==> config.mk <==
export PLATFORM = sky130hd
export DESIGN_NAME = cmp_probe_pipe
export DESIGN_NICKNAME = d
export VERILOG_FILES = /design/src/rtl/cmp_probe_pipe.sv
export SDC_FILE = /design/constraint.sdc
export NUM_CORES = 1
export LEC_CHECK = 0
export CAP_MARGIN = 20
export CELL_PAD_IN_SITES_DETAIL_PLACEMENT = 1
export CELL_PAD_IN_SITES_GLOBAL_PLACEMENT = 2
export CORE_UTILIZATION = 12
export DETAILED_ROUTE_END_ITERATION = 8
export GPL_TIMING_DRIVEN = 0
export HOLD_SLACK_MARGIN = 0.05
export PLACE_DENSITY_LB_ADDON = 0.1
export SLEW_MARGIN = 20
export SYNTH_ARGS = -nofsm -noshare
export SYNTH_HDL_FRONTEND = slang
export SYNTH_SLANG_ARGS = --single-unit
==> constraint.sdc <==
create_clock -name clkin_data -period 0.89 [get_ports clkin_data]
set_input_delay 0.1335 -clock clkin_data [delete_from_list [all_inputs] [get_ports clkin_data]]
set_output_delay 0.1335 -clock clkin_data [all_outputs]
set_load 0.005 [all_outputs]
==> src/rtl/cmp_probe_pipe.sv <==
// rtl/cmp_probe_pipe.sv - pipelined per-channel comparator with hit-count probe
// Probe FSM and probe_data are built only when CMP_PROBE_EN is defined.
module cmp_probe_pipe #(
  parameter int DATA_W  = 96,
  parameter int SLICE_W = 2,
  parameter int NCH     = 4,
  parameter int PIPE    = 2,
  parameter int HIT_THR = 8
) (
  input  logic              clkin_data,
  input  logic              rstn_data,
  input  logic              in_valid,
  input  logic [DATA_W-1:0] in_data,
  input  logic [1:0]        cmp_mode,
  input  logic              arm,
  output logic              out_valid,
  output logic [DATA_W-1:0] out_data,
  output logic [31:0]       probe_data
);

  generate
    if (NCH < 1 || NCH > 64) begin : g_bad_nch
      $error("cmp_probe_pipe: NCH must be in 1..64");
    end
    if (NCH * 2 * SLICE_W > DATA_W) begin : g_bad_width
      $error("cmp_probe_pipe: NCH*2*SLICE_W exceeds DATA_W");
    end
    if (PIPE < 1) begin : g_bad_pipe
      $error("cmp_probe_pipe: PIPE must be at least 1");
    end
    if (HIT_THR < 1 || HIT_THR > 24'hFF_FFFF) begin : g_bad_thr
      $error("cmp_probe_pipe: HIT_THR must be in 1..2^24-1");
    end
  endgenerate

  // Reset asserts asynchronously but releases only on a clock edge.
  logic [1:0] rst_sync;
  logic       rst_n;

  always_ff @(posedge clkin_data or negedge rstn_data) begin
    if (!rstn_data) rst_sync <= '0;
    else            rst_sync <= {rst_sync[0], 1'b1};
  end

  assign rst_n = rst_sync[1];

  logic [NCH-1:0]     cmp_res;
  logic [SLICE_W-1:0] op_a;
  logic [SLICE_W-1:0] op_b;
  logic               unused_in;

  assign unused_in = ^in_data;

  always_comb begin
    cmp_res = '0;
    op_a    = '0;
    op_b    = '0;
    for (int i = 0; i < NCH; i++) begin
      op_a = in_data[2*i*SLICE_W +: SLICE_W];
      op_b = in_data[2*i*SLICE_W+SLICE_W +: SLICE_W];
      case (cmp_mode)
        2'b00:   cmp_res[i] = (op_a < op_b);
        2'b01:   cmp_res[i] = (op_a == op_b);
        2'b10:   cmp_res[i] = (op_a > op_b);
        default: cmp_res[i] = |(op_a & op_b);
      endcase
    end
  end

  // Results advance only with their valid, so the last stage holds across bubbles.
  logic [PIPE-1:0] vld_q;
  logic [NCH-1:0]  res_q [PIPE];

  always_ff @(posedge clkin_data or negedge rst_n) begin
    if (!rst_n) begin
      vld_q <= '0;
      for (int k = 0; k < PIPE; k++) res_q[k] <= '0;
    end else begin
      vld_q[0] <= in_valid;
      if (in_valid) res_q[0] <= cmp_res;
      for (int k = 1; k < PIPE; k++) begin
        vld_q[k] <= vld_q[k-1];
        if (vld_q[k-1]) res_q[k] <= res_q[k-1];
      end
    end
  end

  assign out_valid = vld_q[PIPE-1];
  assign out_data  = {{(DATA_W-NCH){1'b0}}, res_q[PIPE-1]};

`ifdef CMP_PROBE_EN
  typedef enum logic [1:0] {
    S_IDLE  = 2'b00,
    S_ARMED = 2'b01,
    S_HIT   = 2'b10
  } probe_state_t;

  localparam logic [23:0] THR     = 24'(HIT_THR);
  localparam logic [23:0] CNT_MAX = 24'hFF_FFFF;

  probe_state_t state_q, state_d;
  logic [23:0]  cnt_q, cnt_d;
  logic [5:0]   chan_q, chan_d;
  logic [5:0]   low_idx;
  logic         hit;

  assign hit = out_valid & (|res_q[PIPE-1]);

  always_comb begin
    low_idx = '0;
    for (int i = NCH - 1; i >= 0; i--) begin
      if (res_q[PIPE-1][i]) low_idx = 6'(i);
    end
  end

  always_comb begin
    state_d = state_q;
    cnt_d   = cnt_q;
    chan_d  = chan_q;
    if (arm) begin
      state_d = S_ARMED;
      cnt_d   = '0;
      chan_d  = '0;
    end else if (state_q == S_ARMED && hit) begin
      if (cnt_q == 24'd0) chan_d = low_idx;
      if (cnt_q != CNT_MAX) begin
        cnt_d = cnt_q + 24'd1;
        if (cnt_d == THR) state_d = S_HIT;
      end
    end
  end

  always_ff @(posedge clkin_data or negedge rst_n) begin
    if (!rst_n) begin
      state_q <= S_IDLE;
      cnt_q   <= '0;
      chan_q  <= '0;
    end else begin
      state_q <= state_d;
      cnt_q   <= cnt_d;
      chan_q  <= chan_d;
    end
  end

  assign probe_data = {state_q, chan_q, cnt_q};
`else
  logic unused_arm;

  assign unused_arm = arm;
  assign probe_data = '0;
`endif

endmodule

==> results.py <==
metrics = {
    "worst_setup_path": {
        "path_class": "input port to register",
        "slowest_stage": "or4_1",
        "setup.worst_path.end_class": "register",
        "critPathArrivalTime_ps": 1260,
        "start_kind": "input port",
        "slowest_delay_ps": 380,
        "critical_path_required_ps": 1050,
        "worstPathCellList": "buf_6, ha_4, nor2b_4, or4_1, and4_1, o22ai_1",
        "cp_max_fo": 2,
    },
    "floorplan": {
        "die_area_sq_mm": 0.0156,
        "placementRows": 44,
        "start_util_pct": 12.4,
        "pin_count": 231,
        "core_sq_mm": 0.0146,
        "die_y_um": 125,
        "die_w_um": 125,
    },
    "flow_run": {
        "cap_violations": 0,
    },
    "detailed_routing": {
        "antenna_left": 0,
        "vias_per_cell": 2.62,
        "drtIter0Drc": 24,
        "routedWlPerCell_um": 7.37,
        "totalWireLength_mm": 4.07,
        "dr.pass1.iters": 5,
        "vias": 1446,
        "drcViolationCount": 12,
    },
    "clock_tree": {
        "hold_buffers": 0,
        "cts_tree": "yes",
        "root_buffer": "clkbuf_16",
        "cts_buffer_depth": 2,
        "htree_num_levels": 1,
        "clk_pin_slew_ps": 40,
        "cts_buffers": 3,
        "clock-sinks": 12,
        "insertion_delay_ps": 240,
    },
    "layout": {
        "drive_above_1_share_pct": 51.6,
        "nFillCells": 1776,
        "nNetsFinal": 487,
        "insertedDiodeCount": 0,
        "area_growth_pct": 68.7,
    },
    "grt": {
        "antenna_found_initial": 0,
        "met1_usage_pct": 4.46,
        "use_met2_pct": 9.78,
        "grtUsageTotal_pct": 4.93,
        "busiest_layer": "met2",
        "use_met3_pct": 1.93,
        "grt_pass1_vias": 1367,
        "grt-ovfl-total": 0,
        "grt_pass1_wl_mm": 6.13,
        "grt_max_degree": 11,
    },
    "pwr": {
        "power_mw": 2.78,
        "p_leak_nw": 1.76,
        "irDropWorstVdd_mv": 0.487,
        "power_density_mw_per_mm2": 911,
    },
    "place": {
        "io_buffer_count": 24,
        "dp_slack_ps": -913,
        "post-dp-hpwl_mm": 3.62,
        "gp_congestion": 0.615,
    },
    "sta": {
        "worst_slack_ps": -204,
        "rsz0062_at_grt": "yes",
        "slew_violations": 0,
        "fin_skew_ps": 2.90,
        "period_minus_slack_ps": 1090,
        "hold_violations": 0,
        "post-route-period-util_pct": 123,
        "final-setup-viol-count": 11,
        "fmax_mhz": 914,
    },
    "synth": {
        "syn_inst": 212,
        "syn_area_sq_mm": 0.00181,
        "ys_seq_area_share_pct": 16.6,
        "synth_seq_cells": 12,
        "syn_area_per_cell_sq_um": 8.53,
        "yosysWarnings": 0,
        "synth_cell_types": 18,
    },
    "outcome": {
        "outcome": "complete, but fails checks",
        "violations": "DRC, setup timing",
    },
    "worst_hold_path": {
        "hp-class": "input port to asynchronous set/reset pin",
    },
}
==> per-stage QoR <==
stage	hold WS, ps	util, %	TNS [ps]	instances	instance area, sq um
final	56.1	20.8	-1020	552	3050
after global routing	54.3	20.8	-1390	552	3050
after CTS	53.1	20.7	-1290	552	3030
after detailed placement	193	19.3	-4250	543	2820
after global placement	193	19.3	-4150	543	2820
after floorplan	-162	-	-1140	335	2350
==> layout make-up <==
class / count / area, sq um / share of cell area, %
buffer: 130 / 992 / 32.5
clock buffer: 4 / 88.8 / 2.91
inverter: 12 / 55.1 / 1.80
multi-input combinational: 180 / 1090 / 35.8
sequential: 12 / 300 / 9.84
tap: 184 / 230 / 7.54
timing repair buffer: 30 / 294 / 9.64
==> cell usage in the layout, fill, tap and decap left out, types with 3 or more instances in the layout <==
cell type	netlist	final
buf_4	128	130
conb_1	2	125
buf_6	2	12
dfrtp_1	12	12
ha_4	0	8
ha_1	16	8
nand2_1	7	7
inv_2	0	4
inv_4	0	4
inv_1	12	4
clkbuf_2	0	4
nor2b_4	0	4
or4_1	4	4
o211ai_1	4	4
o31ai_1	4	4
mux2_2	4	4
clkdlybuf4s15_2	0	4
buf_8	0	4
clkbuf_16	0	3
==> synthesized netlist by cell type <==
master      n  share of area, %
dfrtp_1    12                17
ha_1       16                11
mux2_2      4               2.5
o22ai_1     4               1.4
nor2b_1     4               1.4
a21o_2      2              0.97
or4_1       4               1.7
conb_1      2              0.42
nand2_1     7               1.5
and3_1      2              0.69
o31ai_1     4               1.7
nand3_1     2              0.55
o211ai_1    4               1.7
inv_1      12               2.5
buf_1       1              0.21
and4_1      2              0.97
buf_6       2               1.2
buf_4     128                53
==> repair_timing <==
action,4_1_cts,5_1_grt
pin swaps,10,5
setup buffers,6,0
resized for setup,108,11
setup endpoints to repair,13,12
==> kinds of logic (layout without fill, tap and decap cells) <==
kind of cell             after synthesis  in the layout  synth area share, %
AO/OA/AOI/OAI                         14             14                 5.67
adder cells (fa/ha/maj)               16             16                 11.1
buffers and inverters                143            176                 57.1
flip-flops                            12             12                 16.6
multiplexers                           4              4                 2.49
other                                  2            125                0.415
AND/OR/NAND/NOR                       21             21                 6.71
==> routing by layer <==
| metal | vias up | part of all wire [%] |
|---|---|---|
| met5 | - | 0 |
| met4 | 0 | 1.2 |
| met1 | 636 | 32 |
| met2 | 70 | 55 |
| li1 | 735 | - |
| met3 | 5 | 11 |
==> state kept, by name, summed over array words and instances, names as in the netlist <==
signal,flops
out_data,4
res_q,4
rst_sync,2
vld_q,2
==> worst max-delay path: cells and delay by family <==
family | cells | cell delay [ps]
compound gates | 1 | 100
simple gates | 3 | 690
buf+inv | 1 | 100
fa+ha+maj | 1 | 230
==> power by group <==
part	internal, mW	switching [mW]	leakage, nW
logic	0.768	0.429	1.57
clock network	0.678	0.233	0.0442
registers	0.620	0.0526	0.145
total	2.07	0.715	1.76
==> final timing paths <==
check	from	end	slack (ps)	depth (start not counted)
setup / recovery	in_data[13]	res_q[7]	-200	6
hold / removal	rstn_data	rst_sync[1]	60	1
setup reg to reg	vld_q[0]	out_data[0]	-20	1
hold reg to reg	rst_sync[1]	res_q[4]	170	0
max in group asynchronous	rst_sync[1]	out_data[0]	430	0
min in group clkin_data	cmp_mode[0]	res_q[4]	330	4
(Power assumes the default switching activity.)
